<file path="config.mk">
export PLATFORM = sky130hd
export DESIGN_NAME = nukv_fifogen_fwft
export DESIGN_NICKNAME = d
export VERILOG_FILES = /design/src/rtl/nukv_fifogen_fwft.sv
export SDC_FILE = /design/constraint.sdc
export NUM_CORES = 1
export LEC_CHECK = 0
export BUFFER_PORTS_ARGS = -buffer_cell sky130_fd_sc_hd__buf_2
export CAP_MARGIN = 20
export CORE_ASPECT_RATIO = 0.6
export CORE_MARGIN = 2
export CORE_UTILIZATION = 60
export CTS_BUF_LIST = sky130_fd_sc_hd__clkbuf_8
export DETAILED_ROUTE_END_ITERATION = 12
export GPL_TIMING_DRIVEN = 0
export PLACE_DENSITY = 0.82
export SLEW_MARGIN = 10
export SYNTH_ARGS = -nofsm -noshare
export SYNTH_HDL_FRONTEND = slang
export SYNTH_SLANG_ARGS = --single-unit
</file>
<file path="constraint.sdc">
create_clock -name clk -period 4.8 [get_ports clk]
set_input_delay 0.48 -clock clk [delete_from_list [all_inputs] [get_ports clk]]
set_output_delay 0.48 -clock clk [all_outputs]
set_load 0.005 [all_outputs]
</file>
<file path="src/rtl/nukv_fifogen_fwft.sv">
// First-word-fall-through stream FIFO: a (DEPTH-1)-entry circular RAM backed by
// a one-entry output register that always holds the oldest word when count > 0.
module nukv_fifogen_fwft #(
  parameter int ADDR_BITS         = 5,
  parameter int DATA_SIZE         = 16,
  parameter int PROG_FULL_THRESH  = 2**ADDR_BITS - 8,
  parameter int PROG_EMPTY_THRESH = 2,
  parameter int PUSH_MODE         = 0
) (
  input  logic                 clk,
  input  logic                 rst,
  input  logic                 flush,
  input  logic [DATA_SIZE-1:0] s_axis_tdata,
  input  logic                 s_axis_tvalid,
  output logic                 s_axis_tready,
  output logic                 s_axis_talmostfull,
  output logic [DATA_SIZE-1:0] m_axis_tdata,
  output logic                 m_axis_tvalid,
  input  logic                 m_axis_tready,
  output logic                 m_axis_talmostempty,
  output logic [ADDR_BITS:0]   count,
  output logic                 overflow
);

  // Handshake: a word moves on a side only at a rising edge where that side's
  // tvalid and tready are both high; tvalid never waits on tready.
  localparam int DEPTH     = 2**ADDR_BITS;
  localparam int RAM_DEPTH = DEPTH - 1;

  localparam logic [ADDR_BITS:0]   DEPTH_C = (ADDR_BITS+1)'(DEPTH);
  localparam logic [ADDR_BITS:0]   AFULL_C = (ADDR_BITS+1)'(PROG_FULL_THRESH);
  localparam logic [ADDR_BITS:0]   AEMPT_C = (ADDR_BITS+1)'(PROG_EMPTY_THRESH);
  localparam logic [ADDR_BITS:0]   ONE_C   = (ADDR_BITS+1)'(1);
  localparam logic [ADDR_BITS:0]   TWO_C   = (ADDR_BITS+1)'(2);
  localparam logic [ADDR_BITS-1:0] PTR_END = ADDR_BITS'(RAM_DEPTH - 1);
  localparam logic [ADDR_BITS-1:0] PTR_ONE = ADDR_BITS'(1);

  logic [DATA_SIZE-1:0] mem [RAM_DEPTH];
  logic [ADDR_BITS-1:0] wr_ptr;
  logic [ADDR_BITS-1:0] rd_ptr;
  logic [ADDR_BITS:0]   count_q;
  logic [ADDR_BITS:0]   count_nxt;
  logic [DATA_SIZE-1:0] out_data_q;
  logic                 overflow_q;

  logic not_full;
  logic head_valid;
  logic ram_empty;
  logic push;
  logic pop;
  logic bypass;
  logic ram_wr;
  logic ram_rd;
  logic drop;

  function automatic logic [ADDR_BITS-1:0] ptr_inc(input logic [ADDR_BITS-1:0] p);
    return (p == PTR_END) ? '0 : p + PTR_ONE;
  endfunction

  // The head register holds one word, so the RAM is empty whenever count <= 1.
  always_comb begin
    not_full   = (count_q != DEPTH_C);
    head_valid = (count_q != '0);
    ram_empty  = (count_q < TWO_C);
    push       = s_axis_tvalid && not_full;
    pop        = head_valid && m_axis_tready;
    bypass     = push && (!head_valid || (pop && ram_empty));
    ram_wr     = push && !bypass;
    ram_rd     = pop && !ram_empty;
    drop       = (PUSH_MODE != 0) && s_axis_tvalid && !not_full;
    count_nxt  = count_q;
    case ({push, pop})
      2'b10:   count_nxt = count_q + ONE_C;
      2'b01:   count_nxt = count_q - ONE_C;
      default: count_nxt = count_q;
    endcase
  end

  always_ff @(posedge clk or negedge rst) begin
    if (!rst) begin
      count_q    <= '0;
      wr_ptr     <= '0;
      rd_ptr     <= '0;
      out_data_q <= '0;
      overflow_q <= 1'b0;
    end else if (flush) begin
      count_q    <= '0;
      wr_ptr     <= '0;
      rd_ptr     <= '0;
      overflow_q <= 1'b0;
    end else begin
      count_q <= count_nxt;
      if (ram_wr) wr_ptr <= ptr_inc(wr_ptr);
      if (ram_rd) rd_ptr <= ptr_inc(rd_ptr);
      if (bypass)      out_data_q <= s_axis_tdata;
      else if (ram_rd) out_data_q <= mem[rd_ptr];
      if (drop) overflow_q <= 1'b1;
    end
  end

  // Storage carries no reset; validity is tracked entirely by count_q.
  always_ff @(posedge clk) begin
    if (ram_wr && !flush) mem[wr_ptr] <= s_axis_tdata;
  end

  assign s_axis_tready       = not_full || flush;
  assign s_axis_talmostfull  = (count_q >= AFULL_C);
  assign m_axis_tdata        = out_data_q;
  assign m_axis_tvalid       = head_valid;
  assign m_axis_talmostempty = (count_q <= AEMPT_C);
  assign count               = count_q;
  assign overflow            = (PUSH_MODE != 0) ? overflow_q : 1'b0;

endmodule

</file>
== After elaboration in Yosys (flattened, before gate mapping) ==
Memory sizes are Yosys's and may differ from the RTL's.
Index checks and enable logic that the tools add are counted.
Operators by class
  $lt $le $gt $ge: 3
  reduce and logical (&&, ||, !) cells: 19
  eq/ne operators: 5
  bitwise operators: 1
  muxes and demuxes: 12
  add/subtract/negate cells: 4
Operators by type and width (number)
  2-to-1 mux 16 bit: 2
  2-to-1 mux 5 bit: 6
  case mux 6 bit (2 select lines): 1
  adder 5 x 1 -> 5 bit, second input constant: 2
  equality test 5 bit, second input constant: 2
  logical AND 1 bit: 7
  adder 6 x 1 -> 6 bit, second input constant: 1
  >= comparator 6 x 5 -> 1 bit, second input constant: 1
  less-or-equal comparator 6 x 2 -> 1 bit, second input constant: 1
  < comparator 6 x 2 -> 1 bit, second input constant: 1
  2-to-1 mux 6 bit: 1
  != test 6 bit, second input constant: 1
  nonzero test 2 bit: 3
  nonzero test 6 bit: 1
  subtractor 6 x 1 -> 6 bit, second input constant: 1
  zero test 1 bit: 4
  nonzero test 3 bit: 1
  equality test 2 x 1 -> 1 bit, second input constant: 1
  equality test 2 bit, second input constant: 1
  logical OR 1 bit: 2
  2-to-1 mux 1 bit: 2
  AND reduction 2 bit: 1
  inverter 1 bit: 1
Word-level totals
  word-level logic and storage cells: 49
  output and inout port bits: 27
  register bits: 32
  memories kept: 1
  input port bits: 21
  memory bits (writable): 496
Memory list
  mem: words 31, bits a word 16, read ports 1, clocked after Yosys merged registers in 0, wr ports 1, RTL line 38  | logic [DATA_SIZE-1:0] mem [RAM_DEPTH];

== Depth between registers and ports, before layout ==
  word-level depth: 10
  depth in mapped cells: 11
  mapped depth without buffers: 10

== Worst setup path after synthesis ==
No wires, ideal clock.
  path kind: reg-to-reg
  start: register count_q[3], in the netlist count[3]
  end: register count_q[2], in the netlist count[2]
  path buffers: 1
  slack: 1.933 ns
  required time: 4.675 ns
  setup time: 0.125 ns
  arrival: 2.742 ns
  period minus slack after synthesis: 2.867 ns
  stages on the path, launching flop included: 10
  cells stage by stage: dfrtp_1 buf_6 or3_1 o21ai_0 nor2_1 xor2_1 ha_1 or4_1 a21oi_1 mux2_2
On the way
  cells in the longest elaborated chain, start to end: 5
  elaborated cells between the ends (all ways): 9
  those cells by class: 3 x eq/ne; 2 x mux; 4 x reduce/logical
Ends and longest elaborated chain
  start, declared: RTL line 41  | logic [ADDR_BITS:0] count_q;
  start signal, assigned: RTL line 92  | count_q <= count_nxt;
  != test 6 bit or nonzero test 6 bit (tied branches): RTL line 62, 63
  logical AND 1 bit (on tied branches): RTL line 65, 66
  equality test 2 x 1 -> 1 bit or equality test 2 bit (tied branches): RTL line 72  | case ({push, pop})
  case mux 6 bit (2 select lines): RTL line 72
  2-to-1 mux 6 bit: RTL line 86  | end else if (flush) begin
Parallel ways exist; a longest one is shown, timed or not.
A chain may end at the register's enable or synchronous reset.

== Worst setup path after layout ==
  start: register count_q[2], in the netlist count[2]
  end: register count_q[2], in the netlist count[2]
On the way
  cells in the longest elaborated chain, start to end: 5
  elaborated cells between the ends (all ways): 11
  those cells by class: 2 x add/sub; 3 x eq/ne; 2 x mux; 4 x reduce/logical
Ends and longest elaborated chain
  branches (longest 5 deep; another with subtractor 6 x 1 -> 6 bit)
Parallel ways; which one is timed is not known.

==> results by group <==
Clock tree
  – Buffers inserted during post-CTS setup optimization: 0
  – Number of buffers on the longest clock path: 3
  – Number of sinks driven by the clock tree: roughly 530
  – Clock buffer count from CTS: between 70 and 80
  – H-tree depth reported by CTS: 3
  – Root Buffer: clkbuf_8
  – Gates resized, CTS repair: 0
  – Clock tree from TritonCTS: yes
  – Clock latency at the later pin of the worst-skew pair: 0.66 ns
  – Clock slew at reported path FFs: 0.07 ns

Synth
  – Yosys synthesis warning count: 0
  – Main area contributors after synthesis: edfxtp_1 71%, mux4_2 12%, dfrtp_1 3.8%
  – Area share of the largest cell type after synthesis: 0.712
  – Post-synth EDFFs: 496
  – Flip-flop cell with the highest count after synthesis: edfxtp_1
  – Distinct cell type count of the synthesized netlist: 57
  – Portion of the post-synthesis area used by sequential elements: 0.750
  – Seq cells post-synth: roughly 530
  – Proportion of register bits with asynchronous set or reset after synthesis: 0.0606
  – Synthesized area per cell: approximately 20 um^2
  – Cell count after synthesis: around 1100
  – Most area-hungry cell type in the Yosys netlist: edfxtp_1
  – Net Count, Synth: 1087
  – Syn Std Cell Area: 20900 um^2

Min path
  – Startpoint of the worst hold path: flush
  – Type of the most critical hold path: in -> reg
  – Cell count of the worst hold path: 4

GRT
  – Antenna violations before repair: 0
  – Remaining Overflow, GRT: 0
  – GRT Total Usage: 0.284
  – Pin count of the biggest net entering global routing: 33
  – Vias in the first global route: approximately 11000
  – Global-route wire length before repair: a little over 70000 um

Setup path
  – Startpoint of the most critical setup path: count[2]$_DFFE_PN0P_
  – Crit path largest cell delay: 0.56 ns
  – Top fanout value on the critical path: 9
  – Series of cell instances along the critical path: buf_2 > or3_1 > o21ai_0 > nor2_1 > xor2_1 > ha_1 > or4_1 > a21oi_1 > mux2_2
  – Type of the worst setup path: reg -> reg
  – Critical path capture point type: flip-flop
  – Critical path data arrival time: 3.80 ns
  – Cell with the largest stage delay on the worst path: o21ai_0
  – Crit path required time: 5.32 ns
  – Worst flop-to-flop path startpoint: count[2]$_DFFE_PN0P_
  – Setup crit start kind: flip-flop
  – Length in cells of the worst reg-to-reg path: 9

Power and ir drop
  – P per Cell Area: roughly 440 nW/um^2
  – Leakage power: 7.70 nW
  – Max rail drop VDD: 377 uV
  – Overall power after layout: ~0.010 W

Timing
  – Min Clock Period, post-route: around 3.3 ns
  – Worst-case clock skew: approximately 0.038 ns
  – Share of the clock period used by the worst path: 0.684
  – Setup Total Neg Slack: 0 ns
  – Slew margin rel.: 0.334
  – Slew Viols, Final: 0
  – Unrepaired setup endpoints after global routing: false
  – Number of failing hold endpoints at the final stage: 0
  – Setup-failing EPs final: 0
  – Max Fclk: just over 300 MHz
  – Worst Tran Pin Value: 0.998 ns

Floorplan
  – Starting utilization of the core area: 0.615
  – Count of boundary I/O pins: 48
  – Width of the chip: 245 um
  – Die outline area: 36400 um^2
  – Site Rows: 52
  – Die height: 149 um
  – Core Area: 34000 um^2

Run status
  – Result of the run: completed

Detailed routing
  – Via count: 11400
  – Count of TritonRoute iterations in the first routing pass: 5
  – 1st-iter DRT viols: 1760
  – Post-route ant nets: 0
  – Avg Vias per Cell: 6.61
  – Number of remaining DRC errors: 0
  – Aggregate routed wire length: 49600 um
  – Average wire per cell in the routed design: 28.8 um

Placement
  – Final GP Congestion: around 0.9
  – Count of port buffers added during placement: 46
  – Detailed-placement wirelength estimate: 32400 um

Finish
  – Share of post-route cells with drive strength above 1: 0.294
  – Fillcell total: between 2000 and 2500
  – Net total in the final layout: 1239
  – Number of diodes: 0
  – Synth-to-Final Area Change: 12.9%

Flow run
  – Number of violations of the max-capacitance limit: 0
==> synthesized netlist by cell type, drive strengths merged, types with 2 or more instances <==
library cell and number:
nor2 47, mux2 7, or3b 2, ha 8, or2 2, or4 2
and2 2, edfxtp 496, a211oi 2, nand2b 2, nand4 3, dfrtp 32
nand3 6, o22ai 11, a211o 13, o21ai 32, and3 3, a21oi 17
or3 7, nand3b 6, a31oi 8, mux2i 33, mux4 115, nand2 58
nor2b 7, nor3 12, a222oi 14, inv 8, clkbuf 14, buf 48
a22oi 26
==> stage by stage <==
step                      worst slack, ns  cell area [um^2]  utilization  hold WS, ns  std cells
after floorplan                      1.93             20900            -        0.184       1058
after global routing                 1.35             23600        0.694        0.274       1722
after global placement               1.20             21700        0.638        0.546       1563
after detailed placement             1.60             22300        0.655        0.555       1594
final                                1.52             23600        0.694        0.275       1722
after CTS                            1.58             23600        0.694        0.235       1722
==> registers in the layout, summed over array words and instances (netlist names) <==
register / count
count: 6
wr_ptr: 5
mem: 496
rd_ptr: 5
m_axis_tdata: 16
==> path summary, 6_finish.rpt <==
path / to / slack [ns]
min: count[4]$_DFFE_PN0P_ / 0.27
max in group asynchronous: m_axis_tdata[15]$_DFFE_PN0P_ / 3.78
max: count[2]$_DFFE_PN0P_ / 1.52
min in group asynchronous: wr_ptr[3]$_DFFE_PN0P_ / 0.47
min reg2reg: m_axis_tdata[2]$_DFFE_PN0P_ / 0.58
max reg2reg: count[2]$_DFFE_PN0P_ / 1.52
==> where the power goes <==
group | leakage (nW) | total, W | switching [W] | internal, W
logic | 2.05 | 0.00191 | 0.00107 | 0.000846
registers | 4.88 | 0.00529 | 0.000119 | 0.00517
clock network | 0.778 | 0.00322 | 0.00167 | 0.00155
==> critical path, delay by kind of cell (launching register included) <==
kind	cells	cell delay (ns)
xor gates and xnor gates	1	0.18
muxes	1	0.36
buffers and inverters	1	0.18
DFF	1	0.37
AOI/OAI and AO/OA	2	0.72
and+or+nand+nor	3	1.10
adders and majority gates	1	0.24
==> cell usage in the layout, fill, tap and decap left out, types with 3 or more instances in the layout <==
cell        n
mux2i_1    33
clkbuf_8   77
nand4_1     3
a21oi_1    17
a222oi_1   14
nor2_1     16
o21ai_0    29
inv_1      35
clkbuf_1   14
o22ai_1    11
buf_2      78
buf_8      30
mux2_2      7
nor3_1     10
mux4_1      6
a211o_1    13
nand3_1     6
a31oi_1     8
mux4_2    109
a22oi_1    26
ha_1        8
and3_1      3
edfxtp_1  496
buf_1       4
nor2b_1     7
buf_6       5
clkinv_1    8
nand3b_1    6
buf_4       6
nor2_2     31
clkinv_2    8
dfrtp_1    32
or3_1       7
nand2_1    58
==> what timing repair did <==
action,4_1_cts,5_1_grt
hold buffers,1,0
setup endpoints to repair,0,0
endpoints found under the hold margin,32,0
==> area by class of cell <==
class                           instances  area [um^2]  area share
Sequential cell                       528        15700       0.665
Multi-Input combinational cell        460         4920       0.209
Clock buffer                           77         1060      0.0449
Timing Repair Buffer                   78          718      0.0304
Tap cell                              459          574      0.0243
Buffer                                 62          349      0.0148
Clock inverter                         50          262      0.0111
Inverter                                8         30.0     0.00127
==> logic make-up (layout without fill, tap and decap cells) <==
family / Yosys count / in the layout / share of synthesized area
compound gates: 134 / 134 / 0.0457
xor+xnor: 2 / 2 / 0.000837
fa+ha+maj: 8 / 8 / 0.00478
buf+inv: 70 / 275 / 0.0181
flops: 528 / 528 / 0.750
mux: 155 / 155 / 0.144
other cells: 1 / 1 / 0.000179
simple gates: 160 / 160 / 0.0357
==> routing by layer <==
metal  routed length, um  global-route usage
met2               21100               0.394
met3                7390              0.0991
met1               19900               0.434
met4                1120              0.0720
met5                  85              0.0174
Note: power is estimated with default switching activity, not from simulation.
